<file path="src/rtl/h_u_csatm8_mac_acc.sv">
// Multiply-accumulate over a counted burst of 8x8 truncated (k=4) products with a sticky overflow flag.
// Optional MAC_ACC_SATURATE_EN: clamp acc to all-ones on overflow instead of wrapping.
module h_u_csatm8_mac_acc #(
  parameter int ACC_W = 20,
  parameter int LEN_W = 8
) (
  input  logic             clk,
  input  logic             rst_n,
  input  logic             start,
  input  logic [LEN_W-1:0] len,
  input  logic             in_valid,
  output logic             in_ready,
  input  logic [7:0]       a,
  input  logic [7:0]       b,
  output logic             out_valid,
  input  logic             out_ready,
  output logic [ACC_W-1:0] acc,
  output logic             ovf
);

  typedef enum logic [1:0] {IDLE, RUN, DRAIN, DONE} state_t;

  state_t           state, state_nxt;
  logic [LEN_W-1:0] cnt;
  logic [15:0]      prod_r;
  logic             prod_vld;
  logic [ACC_W-1:0] acc_r;
  logic             ovf_r;
  logic             accept;
  logic [7:0]       hi_prod;
  logic [ACC_W:0]   sum;

  // Only the upper nibbles survive truncation; low product byte is structurally zero.
  assign hi_prod = {4'h0, a[7:4]} * {4'h0, b[7:4]};
  assign sum     = {1'b0, acc_r} + (ACC_W+1)'(prod_r);
  assign accept  = in_valid & in_ready;

  // NOTE: sequential state uses non-blocking assignments so all registers update together at the edge.
  always_ff @(posedge clk or negedge rst_n) begin
    if (!rst_n) state <= IDLE;
    else        state <= state_nxt;
  end

  // NOTE: every always_comb output gets a default first so no path can infer a latch.
  always_comb begin
    state_nxt = state;
    case (state)
      IDLE:    if (start) state_nxt = (len == '0) ? DONE : RUN;
      RUN:     if (accept && cnt == LEN_W'(1)) state_nxt = DRAIN;
      DRAIN:   state_nxt = DONE;
      DONE:    if (out_ready) state_nxt = IDLE;
      default: state_nxt = IDLE;
    endcase
  end

  always_comb begin
    in_ready  = 1'b0;
    out_valid = 1'b0;
    case (state)
      RUN:     in_ready  = 1'b1;
      DONE:    out_valid = 1'b1;
      default: ;
    endcase
  end

  always_ff @(posedge clk or negedge rst_n) begin
    if (!rst_n) begin
      cnt      <= '0;
      prod_r   <= '0;
      prod_vld <= 1'b0;
      acc_r    <= '0;
      ovf_r    <= 1'b0;
    end else if (state == IDLE && start) begin
      cnt      <= len;
      prod_vld <= 1'b0;
      acc_r    <= '0;
      ovf_r    <= 1'b0;
    end else begin
      prod_vld <= accept;
      if (accept) begin
        cnt    <= cnt - LEN_W'(1);
        prod_r <= {hi_prod, 8'h00};
      end
      // Stage two: the product captured on the previous accept edge lands in acc.
      if (prod_vld) begin
        if (sum[ACC_W]) ovf_r <= 1'b1;
`ifdef MAC_ACC_SATURATE_EN
        acc_r <= (ovf_r || sum[ACC_W]) ? '1 : sum[ACC_W-1:0];
`else
        acc_r <= sum[ACC_W-1:0];
`endif
      end
    end
  end

  assign acc = acc_r;
  assign ovf = ovf_r;

endmodule

</file>
<file path="config.mk">
export PLATFORM = sky130hd
export DESIGN_NAME = h_u_csatm8_mac_acc
export DESIGN_NICKNAME = d
export VERILOG_FILES = /design/src/rtl/h_u_csatm8_mac_acc.sv
export SDC_FILE = /design/constraint.sdc
export NUM_CORES = 1
export LEC_CHECK = 0
export CORE_MARGIN = 1
export CORE_UTILIZATION = 46
export CTS_CLUSTER_DIAMETER = 100
export CTS_CLUSTER_SIZE = 30
export DETAILED_ROUTE_END_ITERATION = 12
export PLACE_DENSITY = 0.77
export SETUP_SLACK_MARGIN = 0.05
export SLEW_MARGIN = 5
export SYNTH_ARGS = -nofsm -noshare
export SYNTH_HDL_FRONTEND = slang
export SYNTH_SLANG_ARGS = --single-unit
</file>
<file path="constraint.sdc">
create_clock -name clk -period 1.7 [get_ports clk]
set_input_delay 0.255 -clock clk [delete_from_list [all_inputs] [get_ports clk]]
set_output_delay 0.255 -clock clk [all_outputs]
set_load 0.02 [all_outputs]
</file>
==> results of run 1 <==
[Yosys cell counts, types with 2 or more instances]
library cell  instances
mux2i_1               5
xnor2_1               8
xor2_1                5
and3_1                2
ha_1                 27
nor4_1                3
nand2_1              29
mux2_2                2
a21o_1                5
buf_4                 8
fa_1                  5
a31oi_1               6
and2_1               12
a211oi_1              3
nor2b_1               4
nand3_1               9
nor2_1               13
a41o_1                3
o21ai_0              20
a21oi_1               8
dfrtp_1              32
nand4_1               3
clkbuf_1              6
inv_1                19
o211ai_1              3
[stage by stage]
step,area [um2],hold slack [ns],util,power [mW]
6_report,3530,0.338,0.728,5.07
3_3_place_gp,3110,0.484,0.641,3.77
5_1_grt,3530,0.382,0.728,5.42
3_5_place_dp,3110,0.494,0.641,3.85
4_1_cts,3380,0.334,0.697,4.79
2_1_floorplan,2490,-0.0406,-,2.96
[layer usage]
layer,vias up,GRT usage
met4,0,0.0791
met3,11,0.0453
met2,52,0.403
li1,1040,-
met5,-,0
met1,1031,0.286
[layout make-up]
class	count	area, um2
inverter	19	71.3
fill	351	1320
clock buffer	5	68.8
sequential	32	805
tap	67	83.8
multi-input combinational	199	1750
clock inverter	3	42.5
timing repair buffer	78	707
[sequential cells by signal (all words and copies together), names as in the netlist]
signal,flops
ovf,1
state,2
prod_vld,1
acc,12
prod_r,8
cnt,8
[worst reg2reg max path, delay by kind of cell (launching register included)]
kind | cells | cell delay, ns
AO/OA/AOI/OAI | 4 | 0.87
flip-flops | 1 | 0.43
adder cells (fa/ha/maj) | 1 | 0.31
[what timing repair did]
action,4_1_cts,5_1_grt
endpoints found under the setup margin,18,24
gates resized for setup,57,29
hold buffers,0,0
buffers inserted,6,3
hold endpoints to repair,0,0
pin swaps,25,21
[worst min path at each step]
stage | endpoint | depth (start not counted) | from | slack [ns]
finish | prod_r[8] | 4 | a[4] | 0.34
global route | prod_r[8] | 4 | a[4] | 0.38
CTS | prod_r[8] | 4 | a[4] | 0.33
detailed placement | prod_r[11] | 2 | prod_r[11] | 0.49
global placement | prod_r[11] | 2 | prod_r[11] | 0.48
floorplan | acc[10] | 0 | rst_n | -0.04
[report_power, final]
| group | leakage [nW] | internal, mW | switching, mW |
|---|---|---|---|
| Combinational | 1.19 | 1.45 | 1.49 |
| Sequential | 0.410 | 1.06 | 0.321 |
| Clock | 0.0541 | 0.434 | 0.318 |
| Total | 1.65 | 2.94 | 2.12 |
[placed cells by master (no fill, tap or decap), drive strengths merged, types with 3 or more instances in the layout]
| cell type | n |
|---|---|
| nor4 | 3 |
| mux2i | 5 |
| dfrtp | 32 |
| inv | 19 |
| buf | 49 |
| a21oi | 8 |
| nor2b | 4 |
| a31oi | 6 |
| a211oi | 4 |
| a21o | 5 |
| o21ai | 20 |
| nor2 | 13 |
| and2 | 12 |
| dlymetal6s2s | 3 |
| a41o | 3 |
| ha | 27 |
| nand2 | 29 |
| fa | 5 |
| xnor2 | 8 |
| nand4 | 3 |
| nand3 | 9 |
| clkbuf | 5 |
| clkdlybuf4s50 | 21 |
| conb | 8 |
| o211ai | 3 |
| xor2 | 5 |
| dlygate4sd2 | 4 |
[kinds of logic (layout without fill, tap and decap cells)]
group           after synthesis  in the layout  synth area share
mux                           7              7            0.0306
fa+ha+maj                    32             32             0.185
compound gates               56             56             0.153
simple gates                 83             83             0.180
xor+xnor                     13             13            0.0480
buf+inv                      33            105            0.0649
other cells                   1              8           0.00158
flops                        32             32             0.338
==> run_summary.xml, run 1 <==
<?xml version="1.0" encoding="UTF-8"?>
<metrics>
  <group name="floorplanning">
    <metric name="die_width" unit="um">73.8</metric>
    <metric name="height_of_the_die" unit="um">73.8</metric>
    <metric name="number_of_top_level_pins" unit="">52</metric>
    <metric name="start_util" unit="">0.489</metric>
    <metric name="coreArea" unit="um2">4850</metric>
    <metric name="floorplan_row_count" unit="">25</metric>
    <metric name="dieArea" unit="um2">5440</metric>
  </group>
  <group name="cells_and_area">
    <metric name="layoutNonFillerInstCount" unit="">403</metric>
    <metric name="layout-area-overhead-vs-synth" unit="%">48.9</metric>
    <metric name="post_route_cells_drive_above_1_share" unit="">0.313</metric>
    <metric name="design.final.nets" unit="">396</metric>
    <metric name="count_of_antenna_diodes_in_the_layout" unit="">0</metric>
  </group>
  <group name="global_route">
    <metric name="track_usage" unit="">0.232</metric>
    <metric name="number_of_global_route_vias_before_repair" unit="">2116</metric>
    <metric name="grt_antenna_before_repair" unit="">0</metric>
    <metric name="gr-total-overflow" unit="">0</metric>
    <metric name="global_route_wire_length_before_repair" unit="um">9560</metric>
    <metric name="grt_max_degree" unit="">33</metric>
  </group>
  <group name="routing">
    <metric name="wl_per_cell" unit="um">15.0</metric>
    <metric name="drc" unit="">0</metric>
    <metric name="detail_route.first_pass.iterations" unit="">4</metric>
    <metric name="wl_met2" unit="um">3090</metric>
    <metric name="routed-wl-met3" unit="um">179</metric>
    <metric name="drt-vias-per-instance" unit="">5.30</metric>
    <metric name="drt_first_iter_violations" unit="">66</metric>
    <metric name="top_layer" unit="">met4</metric>
    <metric name="routed_wl" unit="um">6030</metric>
    <metric name="met1_wire_length" unit="um">2660</metric>
    <metric name="dr_total_vias" unit="">2134</metric>
    <metric name="postRouteAntennaNets" unit="">0</metric>
  </group>
  <group name="critical_path">
    <metric name="required" unit="ns">1.93</metric>
    <metric name="regToRegStartpoint" unit="">acc[12]</metric>
    <metric name="path_delay_family" unit="">adder cells</metric>
    <metric name="timing.setup.critical_path_class" unit="">input pin to flip-flop</metric>
    <metric name="crit_path_max_incr_delay" unit="ns">0.54</metric>
    <metric name="chain_of_cells_forming_the_critical_path" unit="">buf_8, nand2_8, fa_1, inv_2, fa_1, ha_1, a21o_1, a31oi_2, or4_1, nand3_1</metric>
    <metric name="slowest_stage" unit="">fa_1</metric>
    <metric name="path_common_cell" unit="">fa_1</metric>
    <metric name="worstSetupPathDepth" unit="">10</metric>
    <metric name="critical_path.endpoint_type" unit="">flip-flop</metric>
    <metric name="timing.critical_path.from" unit="">b[5]</metric>
    <metric name="path_buf_inv" unit="">2</metric>
    <metric name="crit_path_max_fanout" unit="">2</metric>
    <metric name="rr_endpoint" unit="">acc[17]</metric>
    <metric name="timing.critical_path.from_type" unit="">input pin</metric>
    <metric name="cp_data_arrival_time" unit="ns">2.60</metric>
    <metric name="crit_end" unit="">prod_r[15]</metric>
    <metric name="reg2reg_depth" unit="">5</metric>
    <metric name="r2r_setup_slack" unit="ns">-0.02</metric>
  </group>
  <group name="sta">
    <metric name="max_clock_freq" unit="MHz">421</metric>
    <metric name="clock-skew-final" unit="ns">0.00573</metric>
    <metric name="worst_slack" unit="ns">-0.676</metric>
    <metric name="report.final.setup_viol" unit="">9</metric>
    <metric name="timing_max_transition_violations_final" unit="">0</metric>
    <metric name="unrepaired_setup_endpoints_after_global_routing" unit="">yes</metric>
    <metric name="totalNegativeSetupSlack" unit="ns">-2.64</metric>
    <metric name="report.final.hold_viol_count" unit="">0</metric>
    <metric name="min_period" unit="ns">2.38</metric>
    <metric name="post-route-period-util" unit="">1.40</metric>
  </group>
  <group name="clock_tree">
    <metric name="clkLatencyLatePin" unit="ns">0.29</metric>
    <metric name="cts-root-to-sink-buffers" unit="">2</metric>
    <metric name="worst_setup_hold_path_clk_slew" unit="ns">0.07</metric>
    <metric name="tritoncts_clock_tree" unit="">built</metric>
    <metric name="cts.root.buffer_cell" unit="">clkbuf_8</metric>
    <metric name="cts_max_level" unit="">2</metric>
    <metric name="numCtsBuffers" unit="">5</metric>
    <metric name="cts.sink_count" unit="">32</metric>
  </group>
  <group name="placement">
    <metric name="gp_congestion" unit="">0.789</metric>
    <metric name="dp_hpwl" unit="um">4100</metric>
    <metric name="preCtsSetupSlack" unit="ns">-1.38</metric>
    <metric name="place_inst" unit="">388</metric>
    <metric name="placement.io_buffers" unit="">35</metric>
  </group>
  <group name="outcome">
    <metric name="run_status" unit="">finished with violations</metric>
    <metric name="failing_checks" unit="">negative setup slack</metric>
  </group>
  <group name="synthesis">
    <metric name="netlist.top_cell.by_area" unit="">dfrtp_1</metric>
    <metric name="syn-cell-area" unit="um2">2370</metric>
    <metric name="async_flop_share" unit="">1.00</metric>
    <metric name="netlist_top_cells_area" unit="">dfrtp_1 (34%), ha_1 (14%), nand2_1 (4.6%), fa_1 (4.2%), o21ai_0 (4.2%)</metric>
    <metric name="syn-instance-count" unit="">257</metric>
    <metric name="syn_area_per_cell" unit="um2">9.22</metric>
    <metric name="synth_enable_flop_cells" unit="">0</metric>
    <metric name="ys_seq_area_frac" unit="">0.338</metric>
    <metric name="post-synth-top-area-fraction" unit="">0.338</metric>
    <metric name="synth_warnings" unit="">0</metric>
    <metric name="postSynth.topFlopCell" unit="">dfrtp_1</metric>
    <metric name="ys_ff_latch" unit="">32</metric>
    <metric name="synthDistinctLibCells" unit="">42</metric>
  </group>
  <group name="run">
    <metric name="timing.max_cap.violations" unit="">0</metric>
  </group>
  <group name="pwr">
    <metric name="cellLeakagePower" unit="nW">1.65</metric>
    <metric name="worst_ir_drop_on_vdd" unit="mV">1.02</metric>
    <metric name="pwr_density_cell" unit="nW/um2">1440</metric>
  </group>
  <group name="worst_hold_path">
    <metric name="min_path_type" unit="">input pin to flip-flop</metric>
  </group>
</metrics>
(Power assumes the default switching activity.)
==> inputs of run 2 (changes only) <==
- ABC_AREA: default -> 1
- CAP_MARGIN: default -> 20
- CORE_UTILIZATION: 46 -> 47
==> run_summary.xml, run 2 <==
<?xml version="1.0" encoding="UTF-8"?>
<metrics>
  <group name="global_route">
    <metric name="gr-total-overflow" unit="">0</metric>
    <metric name="grt_antenna_before_repair" unit="">0</metric>
    <metric name="track_usage" unit="">0.213</metric>
    <metric name="grt_max_degree" unit="">33</metric>
    <metric name="number_of_global_route_vias_before_repair" unit="">2146</metric>
    <metric name="global_route_wire_length_before_repair" unit="um">9110</metric>
  </group>
  <group name="cells_and_area">
    <metric name="multi_input_area" unit="um2">1670</metric>
    <metric name="fill_cells" unit="">415</metric>
    <metric name="post-route-cell-area" unit="um2">3470</metric>
    <metric name="most_common_cell_after_layout_fill_and_taps_aside" unit="">nand2_1</metric>
    <metric name="layout-area-overhead-vs-synth" unit="%">38.7</metric>
    <metric name="post_route_cells_drive_above_1_share" unit="">0.219</metric>
    <metric name="mostFrequentLayoutCells" unit="">nand2_1 (100), inv_1 (45), dfrtp_1 (31)</metric>
    <metric name="count_of_antenna_diodes_in_the_layout" unit="">0</metric>
    <metric name="design.final.nets" unit="">461</metric>
    <metric name="seqCellArea" unit="um2">802</metric>
    <metric name="largest_reg_flops" unit="">12</metric>
  </group>
  <group name="clock_tree">
    <metric name="clkLatencyLatePin" unit="ns">0.28</metric>
    <metric name="cts-root-to-sink-buffers" unit="">2</metric>
    <metric name="tritoncts_clock_tree" unit="">built</metric>
    <metric name="worst_setup_hold_path_clk_slew" unit="ns">0.08</metric>
    <metric name="cts.root.buffer_cell" unit="">clkbuf_8</metric>
    <metric name="cts_max_level" unit="">2</metric>
    <metric name="cts.sink_count" unit="">32</metric>
    <metric name="cts.hold.buffers_added" unit="">0</metric>
    <metric name="numCtsBuffers" unit="">5</metric>
  </group>
  <group name="synthesis">
    <metric name="synth-compound-area-share" unit="">0.0880</metric>
    <metric name="syn-instance-count" unit="">332</metric>
    <metric name="netlist.top_cell.by_area" unit="">dfrtp_1</metric>
    <metric name="synth_mux_area_frac" unit="">0</metric>
    <metric name="synth_commonest_cells" unit="">nand2_1 (105), inv_1 (47), dfrtp_1 (32)</metric>
    <metric name="synthAdderAreaFrac" unit="">0.175</metric>
    <metric name="synthDistinctLibCells" unit="">34</metric>
    <metric name="async_flop_share" unit="">1.00</metric>
    <metric name="synth_warnings" unit="">0</metric>
    <metric name="post-synth-top-area-fraction" unit="">0.320</metric>
    <metric name="ys_seq_area_frac" unit="">0.320</metric>
    <metric name="syn-cell-area" unit="um2">2500</metric>
    <metric name="syn_area_per_cell" unit="um2">7.53</metric>
    <metric name="synth_enable_flop_cells" unit="">0</metric>
    <metric name="largest_family_of_logic_cells_by_synthesized_area" unit="">simple AND/OR/NAND/NOR gates</metric>
    <metric name="post-synth-top-count-cell" unit="">nand2_1</metric>
    <metric name="postSynth.topFlopCell" unit="">dfrtp_1</metric>
    <metric name="netlist_top_cells_area" unit="">dfrtp_1 (32%), nand2_1 (16%), ha_1 (14%), inv_1 (7.1%), fa_1 (4.0%)</metric>
    <metric name="ys_ff_latch" unit="">32</metric>
    <metric name="synthXorXnorAreaFrac" unit="">0.0385</metric>
    <metric name="post_synth_and_or_nand_nor_area_fraction" unit="">0.274</metric>
  </group>
  <group name="placement">
    <metric name="placement.cell_area" unit="um2">3080</metric>
    <metric name="preCtsSetupSlack" unit="ns">-1.28</metric>
    <metric name="placement.io_buffers" unit="">35</metric>
    <metric name="dp_hpwl" unit="um">4100</metric>
    <metric name="gp_congestion" unit="">0.788</metric>
  </group>
  <group name="critical_path">
    <metric name="crit_path_max_fanout" unit="">4</metric>
    <metric name="critical_path.endpoint_type" unit="">flip-flop</metric>
    <metric name="timing.critical_path.from_type" unit="">input pin</metric>
    <metric name="cp_data_arrival_time" unit="ns">2.33</metric>
    <metric name="required" unit="ns">1.86</metric>
    <metric name="timing.setup.critical_path_class" unit="">input pin to flip-flop</metric>
    <metric name="r2r_setup_slack" unit="ns">0.07</metric>
  </group>
  <group name="routing">
    <metric name="drt_first_iter_violations" unit="">125</metric>
    <metric name="detail_route.first_pass.iterations" unit="">4</metric>
    <metric name="drt-vias-per-instance" unit="">4.85</metric>
    <metric name="postRouteAntennaNets" unit="">0</metric>
    <metric name="dr_total_vias" unit="">2285</metric>
    <metric name="drc" unit="">0</metric>
    <metric name="routed_wl" unit="um">5510</metric>
    <metric name="wl_per_cell" unit="um">11.7</metric>
  </group>
  <group name="sta">
    <metric name="worst_slack" unit="ns">-0.464</metric>
    <metric name="timing_max_transition_violations_final" unit="">0</metric>
    <metric name="min_period" unit="ns">2.16</metric>
    <metric name="report.final.hold_viol_count" unit="">0</metric>
    <metric name="report.final.setup_viol" unit="">5</metric>
    <metric name="unrepaired_setup_endpoints_after_global_routing" unit="">yes</metric>
    <metric name="clock-skew-final" unit="ns">0.0101</metric>
    <metric name="max_clock_freq" unit="MHz">462</metric>
    <metric name="post-route-period-util" unit="">1.27</metric>
  </group>
  <group name="floorplanning">
    <metric name="coreArea" unit="um2">5110</metric>
    <metric name="height_of_the_die" unit="um">75.0</metric>
    <metric name="die_width" unit="um">75.0</metric>
    <metric name="number_of_top_level_pins" unit="">52</metric>
    <metric name="dieArea" unit="um2">5620</metric>
    <metric name="start_util" unit="">0.490</metric>
    <metric name="floorplan_row_count" unit="">26</metric>
  </group>
  <group name="run">
    <metric name="timing.max_cap.violations" unit="">0</metric>
  </group>
  <group name="pwr">
    <metric name="share_comb_of_total_power" unit="">0.546</metric>
    <metric name="switching_share" unit="">0.420</metric>
    <metric name="pwr_density_cell" unit="nW/um2">1310</metric>
    <metric name="power.switching" unit="mW">1.91</metric>
    <metric name="clock_power_share" unit="">0.161</metric>
    <metric name="p_int" unit="mW">2.63</metric>
    <metric name="worst_ir_drop_on_vdd" unit="mV">0.596</metric>
    <metric name="pwr-share-seq" unit="">0.293</metric>
    <metric name="cellLeakagePower" unit="nW">1.84</metric>
  </group>
  <group name="outcome">
    <metric name="failing_checks" unit="">negative setup slack</metric>
    <metric name="run_status" unit="">finished with violations</metric>
  </group>
  <group name="worst_hold_path">
    <metric name="min_path_type" unit="">input pin to asynchronous set/reset pin</metric>
  </group>
</metrics>
[run 2: changes by cell type after synthesis, sizes merged, moves of 3 or more]
cell and delta:
a211oi -4, a21o -3, a31oi -6, a41o -3
and2 -11, clkbuf -6, inv +31, mux2i -5
nand2 +81, nand3 +11, nor2 +9, nor2b -4
o21ai -5
[run 2: area by class of cell]
class | count | share of cell area
Clock buffer | 5 | 0.0198
Multi-Input combinational cell | 247 | 0.481
Timing Repair Buffer | 64 | 0.176
Sequential cell | 32 | 0.231
Tap cell | 70 | 0.0253
Inverter | 50 | 0.0541
Clock inverter | 3 | 0.0123
[run 2: critical path, cell delays in order]
cell	delay, ns
buf_12	0.09
nand2_8	0.04
fa_1	0.54
inv_1	0.05
fa_2	0.56
inv_2	0.05
fa_2	0.37
o21ai_2	0.15
xnor2_1	0.15
o21ai_1	0.07
[run 2: what timing repair did]
action,in CTS,in global routing
cloned,0,0
pin swaps,11,22
setup endpoints to repair,9,24
endpoints found under the hold margin,0,0
setup buffers,4,7
gates resized for setup,47,27
[run 2: power groups by stage]
stage	registers (mW)	clock network, mW	logic, mW
finish	1.33	0.731	2.48
global route	1.37	0.765	2.80
CTS	1.28	0.738	2.22
detailed placement	1.29	0	2.17
global placement	1.28	0	2.08
floorplan	1.31	0	1.49
[run 2: layer usage]
layer  track usage  part of all wire  vias up
met5             0                 0        -
met4        0.0545            0.0025        0
met3        0.0281             0.028        2
met2         0.384              0.53       45
met1         0.269              0.44     1073
li1              -                 -     1165
[run 2: stage by stage]
step	power, mW	instances	utilization	hold WS (ns)	setup TNS (ns)
2_1_floorplan	2.79	339	-	-0.0406	-2.05
3_3_place_gp	3.37	452	0.604	0.481	-6.07
3_5_place_dp	3.45	452	0.604	0.484	-6.43
4_1_cts	4.24	464	0.642	0.342	-1.68
5_1_grt	4.93	471	0.679	0.349	-2.29
6_report	4.54	471	0.679	0.334	-1.97
[run 2: path summary, 6_finish.rpt]
check / startpoint / end / depth (start not counted)
worst max register to register: acc[8] / acc[18] / 10
worst min register to register: ovf / ovf / 2
worst min-delay path: rst_n / acc[18] / 2
max in group asynchronous: rst_n / acc[8] / 2
worst max-delay path: a[6] / prod_r[14] / 10
min in group clk: a[4] / prod_r[8] / 4
[run 2: logic make-up (layout without fill, tap and decap cells)]
group,Yosys count,in the layout
compound gates,37,37
xor+xnor,11,11
buf+inv,60,122
fa+ha+maj,32,32
other cells,1,8
flops,32,32
simple gates,159,159
